$ cat src/rtl/shared_memory_arbiter.sv
// shared_memory_arbiter: shares one block-wide data memory between the icache and dcache, one transaction at a time
// Ports:
//   clock, reset                 posedge clock, asynchronous active-high reset
//   i_read/i_address             icache block read request (held until i_busywait low)
//   i_readdata/i_busywait        icache returned block and handshake
//   d_read/d_write/d_address     dcache block request (write wins when both high)
//   d_writedata                  dcache block to write back
//   d_readdata/d_busywait        dcache returned block and handshake
//   mem_read/mem_write           command to data memory, driven from latched request only
//   mem_address/mem_writedata    latched address/data of the granted request
//   mem_readdata/mem_busywait    data memory response
module shared_memory_arbiter #(
  parameter int STARVE_LIMIT = 4
) (
  input  logic        clock,
  input  logic        reset,
  input  logic        i_read,
  input  logic [5:0]  i_address,
  output logic [31:0] i_readdata,
  output logic        i_busywait,
  input  logic        d_read,
  input  logic        d_write,
  input  logic [5:0]  d_address,
  input  logic [31:0] d_writedata,
  output logic [31:0] d_readdata,
  output logic        d_busywait,
  output logic        mem_read,
  output logic        mem_write,
  output logic [5:0]  mem_address,
  output logic [31:0] mem_writedata,
  input  logic [31:0] mem_readdata,
  input  logic        mem_busywait
);
  localparam logic [3:0] LIMIT = 4'(STARVE_LIMIT);
  typedef enum logic [1:0] {IDLE, GRANT_D, GRANT_I, RELEASE} state_t;
  state_t     state, next_state;
  logic       served_d, op_write, started;
  logic [3:0] starve_cnt;
  logic       d_req, pick_d, in_grant, done;
  assign d_req    = d_read | d_write;
  // data side wins unless the instruction side has waited through LIMIT data grants
  assign pick_d   = d_req && (!i_read || starve_cnt < LIMIT);
  assign in_grant = state == GRANT_D || state == GRANT_I;
  // completion needs the memory to have gone busy first, so a late busywait is not mistaken for done
  assign done     = in_grant && started && !mem_busywait;
  always_ff @(posedge clock or posedge reset) begin
    if (reset) state <= IDLE;
    else       state <= next_state;
  end
  always_comb begin
    next_state = state;
    case (state)
      IDLE:             next_state = pick_d ? GRANT_D : i_read ? GRANT_I : IDLE;
      GRANT_D, GRANT_I: next_state = done ? RELEASE : state;
      default:          next_state = IDLE;
    endcase
  end
  always_comb begin
    mem_read   = in_grant && !op_write;
    mem_write  = in_grant && op_write;
    i_busywait = i_read && !(state == RELEASE && !served_d);
    d_busywait = d_req && !(state == RELEASE && served_d);
  end
  always_ff @(posedge clock or posedge reset) begin
    if (reset) begin
      served_d      <= 1'b0;
      op_write      <= 1'b0;
      started       <= 1'b0;
      starve_cnt    <= 4'd0;
      mem_address   <= 6'd0;
      mem_writedata <= 32'd0;
      i_readdata    <= 32'd0;
      d_readdata    <= 32'd0;
    end else begin
      started <= in_grant && (started || mem_busywait);
      if (state == IDLE && next_state != IDLE) begin
        served_d    <= pick_d;
        op_write    <= pick_d && d_write;
        mem_address <= pick_d ? d_address : i_address;
        if (pick_d) mem_writedata <= d_writedata;
      end
      if (state == IDLE)
        starve_cnt <= !i_read || next_state == GRANT_I ? 4'd0 :
                      next_state == GRANT_D && starve_cnt < LIMIT ? starve_cnt + 4'd1 : starve_cnt;
      if (done && !op_write && served_d)  d_readdata <= mem_readdata;
      if (done && !op_write && !served_d) i_readdata <= mem_readdata;
    end
  end
endmodule

$ cat config.mk
export PLATFORM = sky130hd
export DESIGN_NAME = shared_memory_arbiter
export DESIGN_NICKNAME = d
export VERILOG_FILES = /design/src/rtl/shared_memory_arbiter.sv
export SDC_FILE = /design/constraint.sdc
export NUM_CORES = 1
export LEC_CHECK = 0
export CAP_MARGIN = 20
export CORE_ASPECT_RATIO = 1.2
export CORE_MARGIN = 4
export CORE_UTILIZATION = 43
export DETAILED_ROUTE_END_ITERATION = 10
export PLACE_DENSITY_LB_ADDON = 0.1
export SETUP_SLACK_MARGIN = 0.2
export SYNTH_ARGS = -nofsm -noshare
export SYNTH_HDL_FRONTEND = slang
export SYNTH_SLANG_ARGS = --single-unit
$ cat constraint.sdc
create_clock -name clock -period 5.17 [get_ports clock]
set_clock_uncertainty 0.2 [all_clocks]
set_input_delay 1.034 -clock clock [delete_from_list [all_inputs] [get_ports clock]]
set_output_delay 1.034 -clock clock [all_outputs]
set_load 0.02 [all_outputs]
# Word-level counts from Yosys, hierarchy flattened
# Cells that the tools add are included.
# Widths: inputs -> output; s select.
# word_totals
out_inout_bits,106
regBits,111
inputBits,82
# classes
n_addsub,1
reduce_logical,32
eq_ne,5
bitwise_logic,1
n_mux,7
n_lt_le_gt_ge,1
# op_table
op,n
$logic_and 1x1->1,16
$mux 4,2
$eq 2x2->1 const B,3
$logic_not 1->1,6
$mux 2,3
$mux 6,1
$add 4x1->4 const B,1
$eq 2x1->1 const B,2
$logic_or 1x1->1,4
$lt 4x3->1 const B,1
$pmux 2 s2,1
$reduce_and 2->1,2
$reduce_bool 2->1,2
$logic_not 2->1,1
$reduce_or 2->1,1
$or 1x1->1,1

# Logic depth before layout (Yosys ltp)
# depth
depth_word,10
mapped_depth,7

# Least setup slack after synthesis
# OpenSTA, ideal clock, no wires.
# synth_path
path_kind,input -> output
from,in i_read
to,out i_busywait
setup_slack_ns,2.393
n_path_buf,0
arrival_time_ns,1.543
required_ns,3.936
stages,1
cell_sequence,a21boi_0
# synth_via
elab_chain_cells,1
# synth_rtl
element,line_no,text
"start, declared",17,"input logic i_read,"
$logic_and 1x1->1,61,i_busywait = i_read && !(state == RELEASE && !served_d);
"end, declared",20,"output logic i_busywait,"
# Every way passes these cells.

# Worst setup path in the final report
# Ends and elaborated chain as after synthesis.

==> flow_metrics.py <==
metrics = {
    "placed_design": {
        "dp_slack_ns": 1.470,
        "dp_cells": 587,
        "placed_cell_area_um2": 6432,
        "gp_congestion": 0.8042,
        "port_buffers": 187,
        "dp_hpwl_mm": 7.669,
    },
    "clock_network": {
        "cts_sinks": 111,
        "numCtsBuffers": 9,
        "cts_tree": "done",
        "cts-resized-gates": 0,
        "cts_post_setup_buffers_inserted": 0,
        "htree_levels": 3,
        "clock_path_buffers": 2,
        "cts_hold_buf": 0,
        "clockRootBuffer": "clkbuf_16",
        "clkTransAtPathRegs_ns": 0.07,
        "insertion_delay_ns": 0.34,
    },
    "final_layout": {
        "synthToLayoutAreaGrowth_pct": 50.88,
        "drive_gt1_frac": 0.2401,
        "design_area_um2": 6775,
        "finalNetCount": 560,
        "antennaDiodeCount": 0,
        "final_cells": 605,
    },
    "logic_synthesis": {
        "async_flop_share": 1.000,
        "yosys-top-cells-count": "dfrtp_1 (111), mux2_2 (68), mux2_4 (27)",
        "yosysMostFrequentCell": "dfrtp_1",
        "postSynthCellCount": 284,
        "yosys-top-cells-area": "dfrtp_1 (62%), mux2_2 (17%), mux2_4 (9.0%)",
        "syn-cell-area_um2": 4491,
        "yosys.area.top_type": "dfrtp_1",
        "synth.yosys.seq_area_share": 0.6186,
        "ys_types": 35,
        "ys_ff_latch": 111,
        "avgSynthCellArea_um2": 15.81,
        "ys.warnings.count": 0,
        "synth-main-ff-cell": "dfrtp_1",
        "synth_fp_nets": 370,
        "netlist.area_leader.share": 0.6186,
        "synth-edff-count": 0,
    },
    "setup_path": {
        "worst-path-max-fanout": 7,
        "crit_path_frequent_cell": "clkdlybuf4s50_1",
        "cpPeakStageDelay_ns": 0.63,
        "cp_data_arrival_time_ns": 2.46,
        "worstPathCellList": "clkdlybuf4s50_1, a21boi_0, clkdlybuf4s50_1",
        "path_class": "input pin to primary output",
        "crit_required_ns": 3.94,
        "endpoint_kind": "primary output",
        "critPathSlowestCell": "clkdlybuf4s50_1",
        "start_kind": "input pin",
    },
    "sta": {
        "worstMarginPinSlew_ns": 1.049,
        "setup_viol": 0,
        "setup-tns-final_ns": 0,
        "rsz0062_at_grt": "no",
        "fin_crit_sh": 0.7149,
        "hold_viol": 0,
        "fin_ws_ns": 1.474,
        "post-route-min-period_ns": 3.696,
        "max_slew_margin": 0.3004,
        "clock.fmax_mhz": 270.6,
        "drv_slew": 0,
    },
    "power": {
        "pwr_density_cell_nw_per_um2": 663.9,
        "leakage_nw": 2.992,
        "p_comb_frac": 0.504,
        "swShare": 0.3456,
        "p_total_mw": 4.498,
        "power_frac_clock": 0.162,
        "intPower_mw": 2.944,
        "max-vdd-ir-drop_mv": 0.4013,
        "netSwitchingPower_mw": 1.554,
        "p_seq_frac": 0.335,
    },
    "outcome": {
        "run_status": "finished, final reports clean",
    },
    "hold_path": {
        "hold_path.class": "register to register",
    },
    "die": {
        "die_w_um": 101.3,
        "die_area_um2": 12150,
        "start_util": 0.4442,
        "io_pins": 188,
        "core_area_um2": 10110,
        "die_y_um": 119.9,
        "fp-row-count": 40,
    },
    "run": {
        "maxCapViolations": 0,
    },
    "route": {
        "vias": 3004,
        "avgViaCountPerCell": 4.965,
        "drtIter0Drc": 44,
        "ant_nets": 0,
        "wl_per_cell_um": 17.84,
        "wl_mm": 10.80,
        "drc": 0,
        "first_pass_iters": 4,
    },
    "global_route": {
        "track_usage": 0.1836,
        "grt_max_degree": 90,
        "antenna_found_initial": 0,
        "overflow": 0,
        "grt_first_pass_wirelength_mm": 17.26,
        "grt_pass1_vias": 3267,
    },
}
[state kept, by name (all words and copies together), names as in the netlist]
register / count
mem_writedata: 32
d_readdata: 32
starve_cnt: 4
op_write: 1
served_d: 1
i_readdata: 32
state: 2
started: 1
mem_address: 6
[cell type report]
class                      instances  area, um^2
clock inverter                     3       67.56
sequential                       111        2778
timing repair buffer             192        1929
inverter                           6       25.02
multi-input combinational        154        1578
tap                              126       157.7
clock buffer                      13       240.2
fill                             759        3334
[cell families (layout without fill, tap and decap cells)]
| group | after synthesis | after routing | share of synthesized area |
|---|---|---|---|
| compound gates | 24 | 24 | 0.03316 |
| fa+ha+maj | 4 | 4 | 0.01115 |
| buf+inv | 19 | 214 | 0.03037 |
| flops | 111 | 111 | 0.6186 |
| mux | 103 | 103 | 0.2792 |
| simple gates | 23 | 23 | 0.02759 |
[critical path: cells and delay by family]
family / cells / cell delay, ns
buf+inv: 2 / 1.21
compound gates: 1 / 0.21
[stage by stage]
step                      hold slack [ns]  utilization
after floorplan                    0.2576            -
after global placement             0.2719       0.6363
after detailed placement           0.2737       0.6363
after CTS                          0.2896       0.6667
after global routing               0.3111       0.6702
final                              0.2852       0.6702
[worst paths after layout]
path	slack (ns)	from	depth (start not counted)	end
setup / recovery	1.47	i_read	3	i_busywait
hold / removal	0.29	i_readdata[13]	1	i_readdata[13]
setup reg to reg	2.63	state[0]	5	mem_writedata[25]
hold reg to reg	0.29	i_readdata[13]	1	i_readdata[13]
max in group asynchronous	2.97	reset	4	i_readdata[28]
min in group asynchronous	0.81	reset	2	d_readdata[31]
[cell usage in the layout, fill, tap and decap left out, drive strengths merged, types with 2 or more instances in the layout]
cell type	netlist	routed
inv	6	6
a22o	2	2
a21oi	8	8
clkbuf	2	13
nor3	2	2
o21a	3	3
mux2	97	97
o21ai	5	5
clkdlybuf4s50	0	187
and3	2	2
dfrtp	111	111
a31oi	2	2
or3	2	2
bufinv	0	2
and2	2	2
buf	11	5
mux2i	6	6
ha	4	4
nor2	7	7
[power groups by stage]
stage | sequential (mW) | clock (mW) | combinational, mW
global placement | 1.50 | 0 | 2.25
CTS | 1.51 | 0.749 | 2.29
global route | 1.56 | 0.781 | 2.41
floorplan | 1.98 | 0 | 0.794
detailed placement | 1.52 | 0 | 2.28
finish | 1.50 | 0.728 | 2.27
[layer usage]
| metal | part of all wire | global-route usage | vias to the layer above |
|---|---|---|---|
| li1 | - | - | 1379 |
| met1 | 0.39 | 0.2238 | 1504 |
| met2 | 0.52 | 0.3085 | 108 |
| met3 | 0.075 | 0.04419 | 13 |
| met4 | 0.019 | 0.07481 | 0 |
| met5 | 0 | 0 | - |
No activity file was read; power rests on OpenSTA's default activity.
==> edit 1, RTL diff (config.mk and constraints unchanged) <==
Reset style: synchronous (`reset`), changed in 2 clocked blocks. Comments in the files are not updated.
--- a/src/rtl/shared_memory_arbiter.sv
+++ b/src/rtl/shared_memory_arbiter.sv
@@ -43,7 +43,7 @@
   assign in_grant = state == GRANT_D || state == GRANT_I;
   // completion needs the memory to have gone busy first, so a late busywait is not mistaken for done
   assign done     = in_grant && started && !mem_busywait;
-  always_ff @(posedge clock or posedge reset) begin
+  always_ff @(posedge clock) begin
     if (reset) state <= IDLE;
     else       state <= next_state;
   end
@@ -61,7 +61,7 @@
     i_busywait = i_read && !(state == RELEASE && !served_d);
     d_busywait = d_req && !(state == RELEASE && served_d);
   end
-  always_ff @(posedge clock or posedge reset) begin
+  always_ff @(posedge clock) begin
     if (reset) begin
       served_d      <= 1'b0;
       op_write      <= 1'b0;
Formal check against the unedited RTL: differs if reset is asserted again (counterexample within 4 cycles, from zero or initial values and one cycle with reset high); with reset held inactive, the same outputs for 10 cycles.
==> edit 1 against the unedited design <==
Cell area shrank 7.8%. Global-route usage grew 2.3 points. Maximum frequency grew 0.10%. Setup slack gained 3.7 ps. Critical path depth grew 1. Worst hold slack lost 27 ps. Non-clock buffer count grew 2. Synthesized area shrank 8.2%. Die area shrank 7.6%. Synthesized cell count grew 79%. Sequential cell count is the same. Wire length grew 7.5%. Highest routed layer unchanged.
Power is not compared: it rests on default switching activity, and its combinational part moved more than twofold at a synthesized area within 25%.
==> edit 1: results (changes against the unedited design) <==
cts_resized: 0  # unchanged
crit_fanout: 7  # unchanged
async_flop_share: 0  # -1.000
gp_congestion: 0.8195  # +1.9%
syn_nets: 595  # +61%
io_buffers: 187  # unchanged
grt_pass1_wl_um: 19120  # +11%
vdd_drop_max_uv: 151.8
clk_latency_ps: 360  # +20 ps
fill_cells: 751  # -1.1%
drt-vias-per-instance: 4.953  # -0.25%
n_antenna_cell: 0  # unchanged
hp-class: "reg2reg"
drt-pass1-iter-count: 4  # unchanged
hpwl_um: 8314  # +8.4%
placed_area_um2: 6033  # -6.2%
cts-root-buf: "clkbuf_8"
status: "finished clean"
grt_pass1_vias: 3938  # +21%
synth_warnings: 0  # unchanged
antenna_found_initial: 0  # unchanged
wirelength_um: 11600  # +7.5%
numCtsBuffers: 9  # unchanged
grtUsageTotal: 0.2070  # +0.02346
clkSlewWorstSetupHoldPaths_ps: 100  # +30 ps
synthFlopType: "dfxtp_1"
synth.top_cells.by_count: "nand2_1, dfxtp_1, a21oi_1"
nNetsFinal: 764  # +36%
postCtsSetupBuffers: 0  # unchanged
multi_input_area_um2: 1735  # +10%
gr-usage-met3: 0.09587  # +0.05169
cts.path.max_buffers: 2  # unchanged
grt_util_met1: 0.2439  # +0.02012
p_leak_nw: 2.235
placed_cells: 786  # +34%
ys_types: 36  # +2.9%
synth-seq-area-share: 0.5392  # -0.07939
drt_iter0_markers: 188  # +330%
syn_inst: 509  # +79%
ys_top_cells_by_area: "dfxtp_1, nand2_1, a21oi_1"
place_ws_ps: 1484  # +13.33 ps
grt_max_degree: 61  # -32%
grt_use_met2: 0.3452  # +0.03671
vias: 3977  # +32%
max_slew_margin: 0.4995  # +0.1991
cts-htree-levels: 3  # unchanged
reg.largest.list: "d_readdata x32, i_readdata x32, mem_writedata x32"
hold_buffers: 0  # unchanged
maxCapViolCount: 0  # unchanged
drive_gt1_frac: 0.05124  # -0.1888
## edit 1: cell count changes in the layout (fill, tap and decap cells not counted), sizes merged, moves of 6 or more
cell    change
mux2       -97
nand2     +194
dfrtp     -111
a21oi      +98
dfxtp     +111
a211oi      +6
## edit 1: layout make-up
| type | count | area share |
|---|---|---|
| Clock buffer | 11 | 0.02264 |
| Clock inverter | 5 | 0.006812 |
| Inverter | 3 | 0.001803 |
| Multi-Input combinational cell | 359 | 0.2779 |
| Sequential cell | 111 | 0.3558 |
| Tap cell | 120 | 0.02404 |
| Timing Repair Buffer | 194 | 0.3110 |
## edit 1: logic make-up after synthesis
kind of cell	after synthesis	synth area share
buffers and inverters	39	0.04098
and+or+nand+nor	223	0.2189
muxes	6	0.01457
AOI/OAI and AO/OA	126	0.1743
adders and majority gates	4	0.01214
DFF	111	0.5392
## edit 1: critical path, cell delays in order
cell             delay (ps)
clkdlybuf4s50_1         440
nor2_1                  360
a21oi_1                  70
clkdlybuf4s50_1         560
## edit 1: layer usage
layer / vias up / part of all wire
li1: 2008 / -
met1: 1817 / 0.41
met2: 139 / 0.47
met3: 13 / 0.10
met4: 0 / 0.013
met5: - / 0
## edit 1: path summary, 6_finish.rpt
| check | startpoint | to | slack [ps] | depth (start not counted) |
|---|---|---|---|---|
| max | d_write | d_busywait | 1480 | 4 |
| min | d_readdata[11] | d_readdata[11] | 260 | 2 |
| max reg2reg | state[0] | d_readdata[9] | 2830 | 7 |
| min reg2reg | d_readdata[11] | d_readdata[11] | 260 | 2 |
## edit 1: where the power goes
group          switching (mW)  leakage [nW]  internal, mW
registers              0.0198         0.903         0.891
logic                   0.163          1.24         0.162
clock network           0.290        0.0901         0.193
==> edit 2, RTL diff (same flow settings) <==
Made on the original files. Re-encode `state_t` (4 states) as Gray code, 2 bits wide.
--- a/src/rtl/shared_memory_arbiter.sv
+++ b/src/rtl/shared_memory_arbiter.sv
@@ -32,7 +32,7 @@
   input  logic        mem_busywait
 );
   localparam logic [3:0] LIMIT = 4'(STARVE_LIMIT);
-  typedef enum logic [1:0] {IDLE, GRANT_D, GRANT_I, RELEASE} state_t;
+  typedef enum logic [1:0] {IDLE = 2'b00, GRANT_D = 2'b01, GRANT_I = 2'b11, RELEASE = 2'b10} state_t;
   state_t     state, next_state;
   logic       served_d, op_write, started;
   logic [3:0] starve_cnt;
Check against the original RTL: same outputs for any inputs over 10 cycles, from zero or initial values and one cycle with reset high; not proved beyond that.
==> edit 2 against the unedited design <==
Register-to-register slack better by 80 ps. Setup slack worse by 360 ps. Highest routed layer unchanged. Synthesized area is 0.50% lower. Total power is 0.31% lower. Cell area is 0.78% lower. Wire length is 2.6% lower. Sequential cell count stayed put. Largest cell class unchanged. Critical path type unchanged.
==> edit 2: results (changes against the unedited design) <==
status: "finished clean"
buffer_area_frac: 0.2866  # +0.001854
seq_share: 0.4132  # +0.003205
hpwl_um: 7497  # -2.2%
worst_path_max_delay_cell: "nor2_1"
drt-vias-per-instance: 5.007  # +0.83%
gr-usage-met3: 0.06163  # +0.01744
max_slew_margin: 0.2869  # -0.01358
synth.top_cells.by_count: "dfrtp_1, mux2_2, mux2_4"
syn_avg_cell_area_um2: 15.73  # -0.50%
seq_cells: 111  # unchanged
p_leak_nw: 2.860  # -4.4%
crit_arrival_ps: 2820  # +360 ps
critPathMaxStageDelay_ps: 680  # +50 ps
clockNetworkAreaShare: 0.04113  # -0.004298
area_delta_synth_final_pct: 50.46
placed_area_um2: 6419  # -0.21%
grtUsageTotal: 0.1772  # -0.006372
gp_congestion: 0.7935  # -1.3%
placed_cells: 583  # -0.68%
ys_types: 30  # -14%
grt_pass1_vias: 3279  # +0.37%
signal_buffers: 190  # -1.0%
fill_cells: 776  # +2.2%
crit_fanout: 16  # +9
place_ws_ps: 1135  # -335.6 ps
nNetsFinal: 552  # -1.4%
ys_top_cells_by_area: "dfrtp_1, mux2_2, mux2_4"
synthMuxAreaShare: 0.2655  # -0.01371
vdd_drop_max_uv: 305.5  # -24%
wirelength_um: 10520  # -2.6%
drive_gt1_frac: 0.2553  # +0.01519
synth-seq-area-share: 0.6217  # +0.003118
clkbuf_count: 12  # -1
grt_util_met1: 0.2289  # +0.005114
synth_compound_area_frac: 0.04397  # +0.01081
grt_use_met2: 0.2770  # -0.03151
multi_input_area_um2: 1570  # -0.48%
==> edit 2: cell types whose count changed in the layout (fill, tap and decap cells not counted), sizes merged, moves of 3 or more <==
cell,delta
a31oi,+5
nor2,-3
o21ai,+8
clkinv,+4
mux2i,-6
inv,-3
ha,-3
nand3b,+5
==> edit 2: path summary, 6_finish.rpt <==
| check | startpoint | end | slack, ps | depth (start not counted) |
|---|---|---|---|---|
| hold reg to reg | started | started | 300 | 2 |
| setup reg to reg | starve_cnt[2] | mem_writedata[29] | 2710 | 4 |
| setup / recovery | d_write | d_busywait | 1120 | 4 |
| max in group asynchronous | reset | i_readdata[23] | 2890 | 4 |
| min in group asynchronous | reset | mem_writedata[20] | 860 | 2 |
| hold / removal | started | started | 300 | 2 |
==> edit 2: layer usage <==
layer,wire length [µm],part of all wire
met1,4496,0.43
met2,4920,0.47
met3,937,0.089
met4,163,0.015
met5,0,0
==> edit 2: where the power goes <==
part	internal [mW]	switching, mW
combinational	1.26	1.02
sequential	1.30	0.253
clock	0.351	0.298
